`src/rtl/gpu_pkg.sv`:
```
// gpu_pkg: shared command-word field positions, pixel mode enum and bpp helper
package gpu_pkg;
    localparam int LOAD_BIT = 31;
    localparam int WIN_BIT  = 30;
    localparam int UCLR_BIT = 29;
    localparam int OFF_HI   = 15;
    localparam int OFF_LO   = 8;
    localparam int HREP_HI  = 7;
    localparam int HREP_LO  = 4;
    localparam int MODE_HI  = 1;
    localparam int MODE_LO  = 0;

    typedef enum logic [1:0] {
        MODE_1BPP = 2'd0,
        MODE_2BPP = 2'd1,
        MODE_4BPP = 2'd2,
        MODE_8BPP = 2'd3
    } mode_e;

    function automatic logic [3:0] bpp_of(input mode_e m);
        return 4'd1 << m;
    endfunction
endpackage

```
`src/rtl/gpu_pixel_serializer.sv`:
```
// gpu_pixel_serializer: turns 16-bit pixel words into palette indices, one per
// pixel slot, with horizontal repeat and a sticky starvation flag.
module gpu_pixel_serializer
    import gpu_pkg::*;
#(
    parameter int PIPE_DELAY = 1
) (
    input  logic        clk,
    input  logic        rst_n,
    input  logic [3:0]  pc_ena_in,
    input  logic [31:0] cmd_in,
    input  logic [15:0] data_in,
    output logic [7:0]  pixel_out,
    output logic        pixel_valid,
    output logic [3:0]  pc_ena_out,
    output logic [31:0] cmd_out,
    output logic        underrun
);
    if (PIPE_DELAY != 1) begin : g_bad_delay
        $error("gpu_pixel_serializer supports only PIPE_DELAY == 1");
    end

    logic [15:0] shifter;
    mode_e       mode;
    logic [4:0]  remaining;
    logic [3:0]  rep;
    logic [3:0]  hrep;
    logic [7:0]  offset;

    logic        slot, win, ld, emit, adv, set_und;
    mode_e       m_eff;
    logic [15:0] src;
    logic [7:0]  off_eff, pix;
    logic [3:0]  hr_eff, rep_eff, bpp;
    logic [4:0]  rem_eff;

    // A load is folded into the same slot: the "effective" values are what the
    // emission logic sees, whether they come from the new word or latched state.
    always_comb begin
        slot    = pc_ena_in == 4'd0;
        win     = cmd_in[WIN_BIT];
        ld      = win & cmd_in[LOAD_BIT];
        m_eff   = ld ? mode_e'(cmd_in[MODE_HI:MODE_LO]) : mode;
        src     = ld ? data_in : shifter;
        off_eff = ld ? cmd_in[OFF_HI:OFF_LO] : offset;
        hr_eff  = ld ? cmd_in[HREP_HI:HREP_LO] : hrep;
        rem_eff = ld ? 5'd16 >> m_eff : remaining;
        rep_eff = ld ? hr_eff : rep;
        bpp     = bpp_of(m_eff);
        pix     = (src[15:8] >> (4'd8 - bpp)) + off_eff;
        emit    = win && rem_eff != 5'd0;
        adv     = rep_eff == 4'd0;
        set_und = slot && win && !emit;
    end

    always_ff @(posedge clk or negedge rst_n) begin
        if (!rst_n) begin
            shifter     <= '0;
            mode        <= MODE_1BPP;
            remaining   <= '0;
            rep         <= '0;
            hrep        <= '0;
            offset      <= '0;
            pixel_out   <= '0;
            pixel_valid <= 1'b0;
            pc_ena_out  <= '0;
            cmd_out     <= '0;
            underrun    <= 1'b0;
        end else begin
            pc_ena_out <= pc_ena_in;
            cmd_out    <= cmd_in;
            underrun   <= set_und | (underrun & ~cmd_in[UCLR_BIT]);
            if (slot) begin
                if (!win) begin
                    pixel_out   <= '0;
                    pixel_valid <= 1'b0;
                    remaining   <= '0;
                end else if (emit) begin
                    pixel_out   <= pix;
                    pixel_valid <= 1'b1;
                    mode        <= m_eff;
                    offset      <= off_eff;
                    hrep        <= hr_eff;
                    shifter     <= adv ? src << bpp : src;
                    remaining   <= adv ? rem_eff - 5'd1 : rem_eff;
                    rep         <= adv ? hr_eff : rep_eff - 4'd1;
                end else begin
                    pixel_out   <= offset;
                    pixel_valid <= 1'b0;
                end
            end
        end
    end
endmodule

```
`config.mk`:
```
export PLATFORM = sky130hd
export DESIGN_NAME = gpu_pixel_serializer
export DESIGN_NICKNAME = d
export VERILOG_FILES = /design/src/rtl/gpu_pkg.sv /design/src/rtl/gpu_pixel_serializer.sv
export SDC_FILE = /design/constraint.sdc
export NUM_CORES = 1
export LEC_CHECK = 0
export ABC_AREA = 1
export CORE_MARGIN = 1.5
export CORE_UTILIZATION = 56
export CTS_CLUSTER_DIAMETER = 80
export CTS_CLUSTER_SIZE = 20
export DETAILED_ROUTE_END_ITERATION = 16
export PLACE_DENSITY_LB_ADDON = 0.2
export SKIP_CTS_REPAIR_TIMING = 1
export SLEW_MARGIN = 20
export SYNTH_ARGS = -nofsm -noshare
export SYNTH_HDL_FRONTEND = slang
export SYNTH_SLANG_ARGS = --single-unit
```
`constraint.sdc`:
```
create_clock -name clk -period 6.5 [get_ports clk]
set_input_delay 0.65 -clock clk [delete_from_list [all_inputs] [get_ports clk]]
set_output_delay 0.65 -clock clk [all_outputs]
set_load 0.01 [all_outputs]
```
==> flow_summary.json <==
{
  "diodes": 0,
  "yosys.area.top_type_share_pct": 44.65,
  "portBuffers": 99,
  "seq_area_frac_synth_pct": 44.65,
  "ys_ff_latch": 85,
  "max_freq_ghz": 0.2246,
  "nets": 777,
  "timing.critical_path.mode_cell": "nand2_1",
  "irDropWorstVdd_mv": 0.1321,
  "nFillCells": 686,
  "avgSynthCellArea_sq_um": 7.585,
  "setup_tns_ns": 0,
  "p_int_mw": 1.059,
  "cts.htree.levels": 3,
  "clk_path_buf_depth": 2,
  "multiInputGateArea_sq_um": 2178,
  "synth_adder_area_share_pct": 3.047,
  "synth-compound-area-share_pct": 12.08,
  "dp.cells": 806,
  "critPathRequiredTime_ns": 6.75,
  "p_leak_nw": 2.879,
  "rsz0062_at_grt": "no",
  "syn_inst": 628,
  "final.period_utilization_pct": 68.48,
  "synth_fp_nets": 693,
  "synth_top_family_by_area": "simple AND/OR/NAND/NOR gates",
  "drt_iter0_markers": 278,
  "dp_hpwl_um": 8674,
  "synth_area_sq_um": 4763,
  "grt_start_max_net_pins": 86,
  "crit_path_end_kind": "register",
  "hold-worst-slack_ns": 0.3388,
  "cp_max_fo": 39,
  "final_max_slew_viol_count": 0,
  "async_flop_share_pct": 100.0,
  "synth.distinct_cells": 37,
  "cts-root-buf": "clkbuf_8",
  "vias": 4511,
  "detail_route.wl_per_cell_um": 15.04,
  "synth.mux.area_fraction_pct": 0,
  "core_sq_um": 8217,
  "worstSkewPairLatency_ns": 0.36,
  "utilization_pct": 71.68,
  "drc": 0,
  "worst-path-buf-inv": 2,
  "initial_core_util_pct": 57.97,
  "switching_share_pct": 38.98,
  "timing.final.ws_setup_ns": 2.049,
  "firstDrtPassIters": 5,
  "cts.sinks": 85,
  "slew_headroom_pct": 50.17,
  "worstSetupStartpointType": "input pin",
  "crit_type": "in2reg",
  "slowest_delay_ns": 0.83,
  "row_count": 33,
  "min_period_ns": 4.451,
  "die_h_um": 95.23,
  "dieArea_sq_um": 9068,
  "power.density_nw_per_um2": 294.6,
  "finalInstanceArea_sq_um": 5889,
  "synth_xor_area_share_pct": 1.287,
  "maxCapViolations": 0,
  "cp_cell_sequence": "clkdlybuf4s50_1, nand2_4, nand2_1, nand2_1, nor2_1, inv_1, o22ai_1, ha_1, nand2_1, nand2_1, a21oi_1, o21ai_0, xnor2_1, nand2_1, nand2_1, nand2_1",
  "fin_skew_ns": 0.02018,
  "tightest_slew_ns": 0.7475,
  "p_seq_share_pct": 39.1,
  "seqCellArea_sq_um": 2127,
  "status": "finished clean",
  "fin_cells": 822,
  "startpoint": "cmd_in[30]",
  "setup_violations": 0,
  "synth_edf_count": 0,
  "cts_tree": "done",
  "post-place-ws_ns": 1.791,
  "grt_use_total_pct": 28.34,
  "chipWidth_um": 95.23,
  "reg2reg_slack_ns": 3.21,
  "slowest_stage": "clkdlybuf4s50_1",
  "clk_pin_slew_ns": 0.09,
  "placed_cell_area_sq_um": 5692,
  "grt.overflow.total": 0,
  "netSwitchingPower_uw": 676.3,
  "drive_gt1_share_pct": 6.276,
  "synth_top_cell_by_area": "dfrtp_1",
  "drtAntennaViolNets": 0,
  "r2r-start": "mode[1]$_DFFE_PN0P_",
  "hold_class": "in2async",
  "synth_warnings": 0,
  "viasPerCell": 5.488,
  "numCtsBuffers": 9,
  "area_growth_pct": 23.64,
  "comb_power_share_pct": 39.5,
  "total_power_mw": 1.735,
  "critical-path-top-delay-family": "simple AND/OR/NAND/NOR gates",
  "hold_violations": 0,
  "yosys.area_share.simple_pct": 29.31,
  "grt_pass1_wl_um": 19850,
  "antenna_found_initial": 0,
  "clkPwrFrac_pct": 21.4,
  "wirelength_um": 12360,
  "synthTopCellsByArea": "dfrtp_1 45%, nand2_1 17%, o21ai_0 5.5%",
  "synth_flop_cell": "dfrtp_1",
  "worstPathArrival_ns": 4.70,
  "pin_count": 100,
  "grt_pass1_vias": 4127,
  "gp_congestion": 0.9245
}
## cells by family after synthesis
group / count (synthesis)
DFF: 85
and+or+nand+nor: 325
adders and majority gates: 11
AOI/OAI and AO/OA: 103
xor gates and xnor gates: 7
buffers and inverters: 97
## metal layers
layer | global-route usage [%] | part of all wire [%] | up-vias | wire length, um
li1 | - | - | 2160 | -
met1 | 37.04 | 43 | 2103 | 5274
met2 | 46.45 | 47 | 217 | 5798
met3 | 4.944 | 7.6 | 31 | 935
met4 | 11.32 | 2.9 | 0 | 355
met5 | 0 | 0 | - | 0
## synthesized netlist by cell type, drive strengths merged (10+ instances only)
cell type and count:
nor2 41, buf 24, a21oi 12, nand3 46, o21ai 76, inv 71, dfrtp 85, ha 10
nand2 227
## worst reg2reg max path: cells and delay by family (launching register included)
| kind | cells | cell delay (ns) |
|---|---|---|
| AO/OA/AOI/OAI | 3 | 0.52 |
| flip-flops | 1 | 0.39 |
| XOR/XNOR | 1 | 0.14 |
| buffers and inverters | 2 | 0.27 |
| AND/OR/NAND/NOR | 8 | 1.50 |
| adder cells (fa/ha/maj) | 1 | 0.36 |
## registers in the layout (all words and copies together), names as in the netlist
| register | cells |
|---|---|
| mode | 2 |
| remaining | 5 |
| hrep | 4 |
| pc_ena_out | 4 |
| pixel_out | 8 |
| shifter | 16 |
| rep | 4 |
| underrun | 1 |
| cmd_out | 32 |
| offset | 8 |
| pixel_valid | 1 |
## path summary, 6_finish.rpt
path | to | depth (start not counted)
max | pixel_out[5]$_DFFE_PN0N_ | 16
min | cmd_out[21]$_DFF_PN0_ | 1
max reg2reg | pixel_out[5]$_DFFE_PN0N_ | 15
min reg2reg | shifter[15]$_DFFE_PN0P_ | 2
max in group asynchronous | cmd_out[10]$_DFF_PN0_ | 1
min in group clk | shifter[15]$_DFFE_PN0P_ | 2
## cell usage in the layout (no fill, tap or decap), types with 2 or more instances in the layout
master / count
nand2_4: 5
a21oi_1: 9
inv_1: 68
xor2_1: 3
clkbuf_8: 11
dfrtp_1: 85
ha_1: 10
nand3_1: 45
o211ai_1: 4
nor3_1: 4
o21bai_1: 3
o21ai_0: 52
nor2_2: 3
nor2_1: 36
clkdlybuf4s50_1: 98
a21oi_2: 3
nand2_2: 5
xnor2_1: 4
a31oi_1: 2
nor2_4: 2
clkinv_4: 2
o21ai_1: 22
nand2_1: 216
o22ai_1: 4
inv_2: 3
nand4_1: 4
## area by class of cell
cell class              instances  share of cell area (%)
well taps                     105                   2.231
multi-input cells             446                   36.99
flip-flops and latches         85                   36.12
clock inverters                 5                  0.7223
inverters                      71                   4.525
repair buffers                 99                   16.85
clock buffers                  11                   2.571
## power by group through the flow
stage / Sequential, mW / Combinational (mW) / Clock, mW
after floorplan: 0.694 / 0.455 / 0
after global placement: 0.683 / 0.662 / 0
after detailed placement: 0.687 / 0.677 / 0
after CTS: 0.678 / 0.680 / 0.380
after global routing: 0.688 / 0.772 / 0.398
final: 0.678 / 0.686 / 0.371
Note: power is estimated with default switching activity, not from simulation.
